### config.mk
export PLATFORM = sky130hd
export DESIGN_NAME = memory_stage_flat
export DESIGN_NICKNAME = d
export VERILOG_FILES = /design/src/rtl/cpu_types_pkg.sv /design/src/rtl/memory_if.sv /design/src/rtl/memory_stage.sv /design/src/flat_wrapper.sv
export SDC_FILE = /design/constraint.sdc
export NUM_CORES = 1
export LEC_CHECK = 0
export ABC_AREA = 1
export BUFFER_PORTS_ARGS = -buffer_cell sky130_fd_sc_hd__buf_2
export CAP_MARGIN = 20
export CORE_AREA = 2 2 164 166
export CTS_CLUSTER_SIZE = 30
export DETAILED_ROUTE_END_ITERATION = 10
export DIE_AREA = 0 0 166 168
export GPL_ROUTABILITY_DRIVEN = 0
export PLACE_DENSITY_LB_ADDON = 0.25
export SYNTH_ARGS = -nofsm -noshare
export SYNTH_HDL_FRONTEND = slang
export SYNTH_SLANG_ARGS = --single-unit
### constraint.sdc
create_clock -name CLK -period 2.6 [get_ports CLK]
set_input_delay 0.39 -clock CLK [delete_from_list [all_inputs] [get_ports CLK]]
set_output_delay 0.39 -clock CLK [all_outputs]
set_load 0.05 [all_outputs]
### src/rtl/cpu_types_pkg.sv
`default_nettype none
// ============================================================================
// Module      : cpu_types_pkg
// Description : Shared CPU datapath types and writeback-select encoding.
// Revision    : 1.0 - initial release
// ============================================================================
package cpu_types_pkg;

    localparam int WORD_W    = 32;
    localparam int REGBITS_W = 5;

    typedef logic [WORD_W-1:0]    word_t;
    typedef logic [REGBITS_W-1:0] regbits_t;
    typedef logic [1:0]           regsel_t;

    // Writeback source select carried alongside each instruction
    localparam regsel_t c_REGSEL_ALU = 2'd0;
    localparam regsel_t c_REGSEL_MEM = 2'd1;
    localparam regsel_t c_REGSEL_NPC = 2'd2;
    localparam regsel_t c_REGSEL_LUI = 2'd3;

endpackage
`default_nettype wire

### src/rtl/memory_if.sv
`default_nettype none
// ============================================================================
// Module      : memory_if
// Description : Signal bundle around the memory stage: execute results in,
//               data-memory request/response, hazard control, MEM/WB outputs.
// Revision    : 1.0 - initial release
// ============================================================================
interface memory_if;
    import cpu_types_pkg::*;

    // hazard control
    logic     memen;
    logic     flush;
    logic     mem_stall;

    // execute results
    word_t    instru_mem;
    word_t    nPC;
    word_t    ALUOut;
    word_t    dmemstore;
    logic     dREN;
    logic     dWEN;
    logic     regWr;
    logic     halt;
    logic     lui;
    regsel_t  regSel;
    regbits_t regDst;

    // data memory
    logic     dmemREN;
    logic     dmemWEN;
    word_t    dmemaddr;
    word_t    dmemstore_o;
    logic     dhit;
    word_t    dmemload;

    // MEM/WB register
    word_t    instru_mem_next;
    logic     regWr_next;
    logic     halt_next;
    logic     lui_next;
    regsel_t  regSel_next;
    regbits_t regDst_next;
    word_t    nPC_next;
    word_t    ALUOut_next;
    word_t    dmemload_next;

    // forwarding tap
    logic     fwd_valid;
    regbits_t fwd_reg;
    word_t    fwd_data;

    modport mem (
        input  memen, flush,
        input  instru_mem, nPC, ALUOut, dmemstore,
        input  dREN, dWEN, regWr, halt, lui, regSel, regDst,
        input  dhit, dmemload,
        output mem_stall,
        output dmemREN, dmemWEN, dmemaddr, dmemstore_o,
        output instru_mem_next, regWr_next, halt_next, lui_next,
        output regSel_next, regDst_next, nPC_next, ALUOut_next, dmemload_next,
        output fwd_valid, fwd_reg, fwd_data
    );

    modport hu (
        output memen, flush,
        input  mem_stall,
        input  fwd_valid, fwd_reg, fwd_data
    );

    modport wb (
        input  instru_mem_next, regWr_next, halt_next, lui_next,
        input  regSel_next, regDst_next, nPC_next, ALUOut_next, dmemload_next
    );

endinterface
`default_nettype wire

### src/rtl/memory_stage.sv
`default_nettype none
// ============================================================================
// Module      : memory_stage
// Description : Pipeline memory stage: EX/MEM latch, data-memory access FSM,
//               MEM/WB register. Define MEM_FWD_EN to drive the forwarding tap.
// Revision    : 1.0 - initial release
// ============================================================================
module memory_stage
    import cpu_types_pkg::*;
(
    input  logic     CLK,
    input  logic     nRST,
    memory_if.mem    mif
);

    typedef enum logic [0:0] {
        IDLE   = 1'b0,
        ACCESS = 1'b1
    } state_t;

    typedef struct packed {
        word_t    instru;
        word_t    npc;
        word_t    alu;
        word_t    store;
        logic     dren;
        logic     dwen;
        logic     regwr;
        logic     halt;
        logic     lui;
        regsel_t  regsel;
        regbits_t regdst;
    } exmem_t;

    localparam exmem_t c_BUBBLE = '0;

    state_t   r_state;
    exmem_t   r_exm;
    logic     r_flush_pend;

    word_t    r_instru_wb;
    word_t    r_npc_wb;
    word_t    r_alu_wb;
    word_t    r_dload_wb;
    logic     r_regwr_wb;
    logic     r_halt_wb;
    logic     r_lui_wb;
    regsel_t  r_regsel_wb;
    regbits_t r_regdst_wb;

    exmem_t   w_in;
    logic     w_stall;
    logic     w_kill;
    logic     w_latch_load;
    logic     w_start_mem;
    logic     w_hit_access;
    logic     w_req_ok;

    assign w_in = '{
        instru : mif.instru_mem,
        npc    : mif.nPC,
        alu    : mif.ALUOut,
        store  : mif.dmemstore,
        dren   : mif.dREN,
        dwen   : mif.dWEN,
        regwr  : mif.regWr,
        halt   : mif.halt,
        lui    : mif.lui,
        regsel : mif.regSel,
        regdst : mif.regDst
    };

    assign w_hit_access = (r_state == ACCESS) & mif.dhit;
    assign w_stall      = (r_state == ACCESS) & ~mif.dhit;

    // A flush seen during a stall is remembered and applied on the dhit edge
    assign w_kill       = mif.flush | r_flush_pend;
    assign w_latch_load = ~w_stall & (w_kill | mif.memen);
    assign w_start_mem  = w_latch_load & ~w_kill & (w_in.dren | w_in.dwen) & ~w_in.halt;

    // ---------------- EX/MEM latch ----------------
    always_ff @(posedge CLK or negedge nRST) begin
        if (!nRST) begin
            r_exm        <= c_BUBBLE;
            r_flush_pend <= 1'b0;
        end else begin
            if (w_latch_load) begin
                r_exm <= w_kill ? c_BUBBLE : w_in;
            end
            r_flush_pend <= w_stall & w_kill;
        end
    end

    // ---------------- access FSM ----------------
    always_ff @(posedge CLK or negedge nRST) begin
        if (!nRST) begin
            r_state <= IDLE;
        end else begin
            case (r_state)
                IDLE: begin
                    if (w_start_mem) begin
                        r_state <= ACCESS;
                    end
                end
                ACCESS: begin
                    // back-to-back accesses stay in ACCESS across the dhit edge
                    if (mif.dhit) begin
                        r_state <= w_start_mem ? ACCESS : IDLE;
                    end
                end
                default: r_state <= IDLE;
            endcase
        end
    end

    // ---------------- MEM/WB register ----------------
    // Advances together with the EX/MEM latch; while memen holds the latch,
    // writeback sees a bubble so the held instruction is not retired twice.
    always_ff @(posedge CLK or negedge nRST) begin
        if (!nRST) begin
            r_instru_wb <= '0;
            r_npc_wb    <= '0;
            r_alu_wb    <= '0;
            r_regwr_wb  <= 1'b0;
            r_halt_wb   <= 1'b0;
            r_lui_wb    <= 1'b0;
            r_regsel_wb <= '0;
            r_regdst_wb <= '0;
        end else if (!w_stall) begin
            if (mif.memen) begin
                r_instru_wb <= r_exm.instru;
                r_npc_wb    <= r_exm.npc;
                r_alu_wb    <= r_exm.alu;
                r_regwr_wb  <= r_exm.regwr;
                r_lui_wb    <= r_exm.lui;
                r_regsel_wb <= r_exm.regsel;
                r_regdst_wb <= r_exm.regdst;
                r_halt_wb   <= r_halt_wb | r_exm.halt;
            end else begin
                r_instru_wb <= '0;
                r_npc_wb    <= '0;
                r_alu_wb    <= '0;
                r_regwr_wb  <= 1'b0;
                r_lui_wb    <= 1'b0;
                r_regsel_wb <= '0;
                r_regdst_wb <= '0;
            end
        end
    end

    always_ff @(posedge CLK or negedge nRST) begin
        if (!nRST) begin
            r_dload_wb <= '0;
        end else if (w_hit_access) begin
            r_dload_wb <= mif.dmemload;
        end
    end

    // ---------------- outputs ----------------
    assign w_req_ok        = (r_state == ACCESS) & ~r_exm.halt;
    assign mif.dmemREN     = w_req_ok & r_exm.dren;
    assign mif.dmemWEN     = w_req_ok & r_exm.dwen;
    assign mif.dmemaddr    = r_exm.alu;
    assign mif.dmemstore_o = r_exm.store;
    assign mif.mem_stall   = w_stall;

    assign mif.instru_mem_next = r_instru_wb;
    assign mif.regWr_next      = r_regwr_wb;
    assign mif.halt_next       = r_halt_wb;
    assign mif.lui_next        = r_lui_wb;
    assign mif.regSel_next     = r_regsel_wb;
    assign mif.regDst_next     = r_regdst_wb;
    assign mif.nPC_next        = r_npc_wb;
    assign mif.ALUOut_next     = r_alu_wb;
    assign mif.dmemload_next   = r_dload_wb;

`ifdef MEM_FWD_EN
    assign mif.fwd_valid = r_regwr_wb & (r_regdst_wb != '0);
    assign mif.fwd_reg   = r_regdst_wb;
    assign mif.fwd_data  = (r_regsel_wb == c_REGSEL_MEM) ? r_dload_wb : r_alu_wb;
`else
    assign mif.fwd_valid = 1'b0;
    assign mif.fwd_reg   = '0;
    assign mif.fwd_data  = '0;
`endif

endmodule
`default_nettype wire

### src/flat_wrapper.sv
// flat-port wrapper written by rule: the top's interface ports become plain ports
module memory_stage_flat import cpu_types_pkg::*;
  (CLK, nRST, mif_memen, mif_flush, mif_instru_mem, mif_nPC, mif_ALUOut, mif_dmemstore, mif_dREN, mif_dWEN, mif_regWr, mif_halt, mif_lui, mif_regSel, mif_regDst, mif_dhit, mif_dmemload, mif_mem_stall, mif_dmemREN, mif_dmemWEN, mif_dmemaddr, mif_dmemstore_o, mif_instru_mem_next, mif_regWr_next, mif_halt_next, mif_lui_next, mif_regSel_next, mif_regDst_next, mif_nPC_next, mif_ALUOut_next, mif_dmemload_next, mif_fwd_valid, mif_fwd_reg, mif_fwd_data);
  memory_if mif_i ();
  input  logic CLK;
  input  logic nRST;
  input wire logic [$bits(mif_i.memen)-1:0] mif_memen;
  input wire logic [$bits(mif_i.flush)-1:0] mif_flush;
  input wire logic [$bits(mif_i.instru_mem)-1:0] mif_instru_mem;
  input wire logic [$bits(mif_i.nPC)-1:0] mif_nPC;
  input wire logic [$bits(mif_i.ALUOut)-1:0] mif_ALUOut;
  input wire logic [$bits(mif_i.dmemstore)-1:0] mif_dmemstore;
  input wire logic [$bits(mif_i.dREN)-1:0] mif_dREN;
  input wire logic [$bits(mif_i.dWEN)-1:0] mif_dWEN;
  input wire logic [$bits(mif_i.regWr)-1:0] mif_regWr;
  input wire logic [$bits(mif_i.halt)-1:0] mif_halt;
  input wire logic [$bits(mif_i.lui)-1:0] mif_lui;
  input wire logic [$bits(mif_i.regSel)-1:0] mif_regSel;
  input wire logic [$bits(mif_i.regDst)-1:0] mif_regDst;
  input wire logic [$bits(mif_i.dhit)-1:0] mif_dhit;
  input wire logic [$bits(mif_i.dmemload)-1:0] mif_dmemload;
  output wire logic [$bits(mif_i.mem_stall)-1:0] mif_mem_stall;
  output wire logic [$bits(mif_i.dmemREN)-1:0] mif_dmemREN;
  output wire logic [$bits(mif_i.dmemWEN)-1:0] mif_dmemWEN;
  output wire logic [$bits(mif_i.dmemaddr)-1:0] mif_dmemaddr;
  output wire logic [$bits(mif_i.dmemstore_o)-1:0] mif_dmemstore_o;
  output wire logic [$bits(mif_i.instru_mem_next)-1:0] mif_instru_mem_next;
  output wire logic [$bits(mif_i.regWr_next)-1:0] mif_regWr_next;
  output wire logic [$bits(mif_i.halt_next)-1:0] mif_halt_next;
  output wire logic [$bits(mif_i.lui_next)-1:0] mif_lui_next;
  output wire logic [$bits(mif_i.regSel_next)-1:0] mif_regSel_next;
  output wire logic [$bits(mif_i.regDst_next)-1:0] mif_regDst_next;
  output wire logic [$bits(mif_i.nPC_next)-1:0] mif_nPC_next;
  output wire logic [$bits(mif_i.ALUOut_next)-1:0] mif_ALUOut_next;
  output wire logic [$bits(mif_i.dmemload_next)-1:0] mif_dmemload_next;
  output wire logic [$bits(mif_i.fwd_valid)-1:0] mif_fwd_valid;
  output wire logic [$bits(mif_i.fwd_reg)-1:0] mif_fwd_reg;
  output wire logic [$bits(mif_i.fwd_data)-1:0] mif_fwd_data;
  assign mif_i.memen = mif_memen;
  assign mif_i.flush = mif_flush;
  assign mif_i.instru_mem = mif_instru_mem;
  assign mif_i.nPC = mif_nPC;
  assign mif_i.ALUOut = mif_ALUOut;
  assign mif_i.dmemstore = mif_dmemstore;
  assign mif_i.dREN = mif_dREN;
  assign mif_i.dWEN = mif_dWEN;
  assign mif_i.regWr = mif_regWr;
  assign mif_i.halt = mif_halt;
  assign mif_i.lui = mif_lui;
  assign mif_i.regSel = mif_regSel;
  assign mif_i.regDst = mif_regDst;
  assign mif_i.dhit = mif_dhit;
  assign mif_i.dmemload = mif_dmemload;
  assign mif_mem_stall = mif_i.mem_stall;
  assign mif_dmemREN = mif_i.dmemREN;
  assign mif_dmemWEN = mif_i.dmemWEN;
  assign mif_dmemaddr = mif_i.dmemaddr;
  assign mif_dmemstore_o = mif_i.dmemstore_o;
  assign mif_instru_mem_next = mif_i.instru_mem_next;
  assign mif_regWr_next = mif_i.regWr_next;
  assign mif_halt_next = mif_i.halt_next;
  assign mif_lui_next = mif_i.lui_next;
  assign mif_regSel_next = mif_i.regSel_next;
  assign mif_regDst_next = mif_i.regDst_next;
  assign mif_nPC_next = mif_i.nPC_next;
  assign mif_ALUOut_next = mif_i.ALUOut_next;
  assign mif_dmemload_next = mif_i.dmemload_next;
  assign mif_fwd_valid = mif_i.fwd_valid;
  assign mif_fwd_reg = mif_i.fwd_reg;
  assign mif_fwd_data = mif_i.fwd_data;
  memory_stage u_core (.CLK(CLK), .nRST(nRST), .mif(mif_i));
endmodule
; Word level (Yosys, flattened, before mapping)
; Index checks and enable logic that the tools add are counted.
[op_classes]
n_mux = 11
bitwise = 20
n_reduce_logical = 1
[ops]
columns = operator, n
row1 = 140-bit two-way mux, 1
row2 = 32-bit two-way mux, 3
row3 = 1-bit AND, 10
row4 = 1-bit NOT, 6
row5 = 5-bit two-way mux, 1
row6 = 1-bit two-way mux, 4
row7 = 1-bit bitwise OR, 4
row8 = 2-bit two-way mux, 1
row9 = 1-bit case mux with 2 select lines, 1
row10 = 2-bit AND reduction, 1
[word_totals]
regBits = 280
inputBits = 177
output_inout_bits = 243
elab_cells = 54

; Depth between registers and ports, before layout
[depth]
depth_word = 10
depth_mapped = 7
ltp_nobuf = 4

; Least setup slack after synthesis
; OpenSTA, ideal clock, no wires.
[synth_timing]
path_kind = reg2out
from = reg u_core.r_state
to = out mif_dmemREN
t_arrival_ns = 1.589
required_ns = 2.210
slack_ns = 0.621
stages_incl_launch_ff = 4
n_path_buf = 1
cell_sequence = dfrtp_1 buf_4 inv_2 nor3_1
[synth_between]
elab_chain_cells = 2
[synth_rtl]
columns = item, line
row1 = start: declaration, memory_stage.sv:37  ; state_t r_state;
row2 = start signal: assignment, memory_stage.sv:108  ; r_state <= w_start_mem ? ACCESS : IDLE;
row3 = 1-bit AND, memory_stage.sv:160  ; assign w_req_ok = (r_state == ACCESS) & ~r_exm.halt;
row4 = 1-bit AND, memory_stage.sv:161  ; assign mif.dmemREN = w_req_ok & r_exm.dren;
row5 = end: declaration, flat_wrapper.sv:23  ; output wire logic [$bits(mif_i.dmemREN)-1:0] mif_dmemREN;
; No other way between the ends.

; Final worst setup path
[layout_timing]
from = reg u_core.r_state
to = out mif_mem_stall
[layout_between]
elab_chain_cells = 1
[layout_rtl]
columns = item, line
row1 = 1-bit AND, memory_stage.sv:74  ; assign w_stall = (r_state == ACCESS) & ~mif.dhit;
row2 = end: declaration, flat_wrapper.sv:22  ; output wire logic [$bits(mif_i.mem_stall)-1:0] mif_mem_stall;
; No other way between the ends.

==> reports/metrics.cfg <==
[worst_setup_path]
cp-start-kind = register
cp.arrival_ps = 1650
cpMaxStageDelayCell = dfrtp_1
startpoint = u_core.r_state
critPathBufInv = 2
critPathRequiredTime_ps = 2210
cpPeakStageDelay_ps = 470
worstSetupEndpointType = output port
ff2ff_setup_slack_ps = 860
r2r-end = u_core.mif.instru_mem_next[6]
r2r-start = u_core.r_state
crit_family = flip-flops
worstPathCellList = inv_2, nor2_4, buf_2
path_class = register to output port
cp_max_fo = 4
ff2ff_path_depth = 5

[route]
drtAntennaViolNets = 0
num_vias = 9046
drtPass1Iterations = 5
drc = 0
postRouteWirelength_microns = 31270
vias_per_cell = 4.843
drt-initial-drc-count = 723
wl_per_cell_microns = 16.74

[timing]
slew_viol_final = 0
fin_crit_ps = 2044
relSlewSlack_pct = 49.59
worstMarginPinSlew_ps = 756.1
setup_viol = 0
max_freq_mhz = 489.3
finalCritPeriodShare_pct = 78.60
tns_ps = 0
rsz0062_at_grt = false
finalHoldViolCount = 0
fin_skew_ps = 7.158

[clock_tree]
cts_sinks = 280
ctsHtreeMaxLevel = 1
cts-root-buf = clkbuf_16
clock_latency_ps = 550
clock_path_buffers = 3
tritoncts = built
clk_pin_slew_ps = 60
cts_inserted_buffers = 31

[yosys]
ys_seq_area_share_pct = 61.07
syn_area_sq_um = 11470
ys_ff_latch = 280
syn_inst = 1205
yosysTopAreaCell = dfrtp_1
synth-edff-count = 0
ys_warn_count = 0
syn_area_per_cell_sq_um = 9.522
synth.top_cell.area_share_pct = 61.07
synth_cell_types = 21
async_flop_share_pct = 100.0
synth.area.top_cells = dfrtp_1 61%, nand3_1 7.5%, buf_4 6.9%, o21ai_1 6.0%, nand2_1 5.6%
synthFlopType = dfrtp_1

[global_route]
grt.total_usage_pct = 22.10
grt_max_degree = 107
gr-total-overflow = 0
grt_pass1_wl_microns = 50050
antenna_found_initial = 10
first_global_vias = 8894

[floorplan]
start_util_pct = 43.54
dieWidth_microns = 166
die_h_microns = 168
core_sq_um = 26350
ios = 420
rows = 60
die_area_sq_um = 27890

[pwr]
ir_worst_vdd_mv = 0.7118
p_per_area_nw_per_um2 = 871.1
cellLeakagePower_nw = 7.467

[layout]
finalNonFillerCells = 1868
multi_input_area_sq_um = 2960
area_growth_pct = 25.01
layout.nets = 1673
register_area_sq_um = 7007
drive_gt1_share_pct = 30.53
fillers = 2433
fin_area_sq_um = 14340

[run_status]
outcome = complete, no violations

[run]
drv_cap = 0

[hold_path]
hold_path_depth = 3
min_delay_worst_endpoint = u_core.mif.dmemload_next[30]
hold_path.class = input pin to register
worstHoldStart = mif_dmemload[30]

[placement]
port_buffers = 381
placed_cells = 1803
dpl_cell_area_sq_um = 13100
dp.final_hpwl_microns = 20200

kinds of logic (layout without fill, tap and decap cells):
| kind of cell | Yosys count | in the layout | share of synthesized area, % |
|---|---|---|---|
| AOI/OAI and AO/OA | 248 | 248 | 10.97 |
| buffers and inverters | 326 | 604 | 14.45 |
| DFF | 280 | 280 | 61.07 |
| other | 1 | 45 | 0.03268 |
| and+or+nand+nor | 350 | 350 | 13.48 |
placed cells by master (no fill, tap or decap), drive strengths merged, types with 2 or more instances in the layout:
master and count:
dfrtp 280, nor2 3, nor3 2, bufinv 10, clkinv 8, buf 400, nand2 171, conb 38
clkbuf 38, clkinvlp 2, nand3 172, inv 145, o21ai 245, diode 7, a21oi 2
cell usage after synthesis (2+ instances only):
| master | count |
|---|---|
| dfrtp_1 | 280 |
| nand3_1 | 172 |
| nand2_1 | 171 |
| inv_1 | 143 |
| o21ai_1 | 138 |
| o21ai_0 | 107 |
| buf_4 | 105 |
| clkbuf_1 | 39 |
| buf_2 | 32 |
| buf_1 | 4 |
| inv_2 | 3 |
| nor3_1 | 2 |
through the flow:
step | setup slack [ps] | power [mW] | util, % | hold WS [ps]
after floorplan | 621.1 | 6.840 | - | 94.41
after global placement | 770.1 | 7.442 | 49.72 | 387.5
after detailed placement | 720.5 | 7.468 | 49.72 | 387.8
after CTS | 498.2 | 12.61 | 54.36 | 47.84
after global routing | 439.0 | 13.01 | 54.38 | 58.15
final | 556.5 | 12.49 | 54.43 | 71.17
worst min-delay path, delay by kind of cell:
family / cells / cell delay, ps
buf+inv: 1 / 80
simple gates: 2 / 120
timing repair:
action	4_1_cts	5_1_grt
hold buffers	1	0
endpoints found under the hold margin	58	0
setup buffers	0	0
resized for setup	0	0
area by class of cell:
cell class,count,share of cell area [%]
antenna,7,0.1221
timing repair buffer,401,15.13
inverter,146,3.830
clock buffer,38,6.011
multi-input combinational,636,20.64
sequential,280,48.85
clock inverter,19,2.443
tap,341,2.975
routing by layer:
| layer | share of wire, % | track usage [%] | up-vias |
|---|---|---|---|
| met2 | 46 | 33.61 | 317 |
| met5 | 0.14 | 0 | - |
| met3 | 9.1 | 7.311 | 68 |
| li1 | - | - | 4320 |
| met1 | 43 | 30.39 | 4333 |
| met4 | 2.7 | 6.503 | 8 |
state kept, by name (all words and copies together), names as in the netlist, 2 cells and up:
name / cells
u_core.mif.dmemstore_o: 32
u_core.mif.dmemaddr: 32
u_core.mif.nPC_next: 32
u_core.mif.ALUOut_next: 32
u_core.mif.regDst_next: 5
u_core.mif.instru_mem_next: 32
u_core.mif.regSel_next: 2
u_core.r_exm: 76
u_core.mif.dmemload_next: 32
power by group:
| part | switching (mW) | internal (mW) | leakage [nW] |
|---|---|---|---|
| logic | 1.95 | 0.516 | 3.13 |
| clock network | 1.79 | 3.33 | 0.595 |
| registers | 0.173 | 4.74 | 3.74 |
| total | 3.91 | 8.58 | 7.47 |
worst max-delay path by stage:
stage | slack [ps] | cells past startpoint | endpoint
after floorplan | 620 | 3 | mif_dmemREN
after global placement | 770 | 6 | u_core.r_exm[0]
after detailed placement | 720 | 6 | u_core.r_exm[5]
after CTS | 500 | 3 | mif_mem_stall
after global routing | 440 | 3 | mif_mem_stall
final | 560 | 3 | mif_mem_stall
No activity file was read; power rests on OpenSTA's default activity.
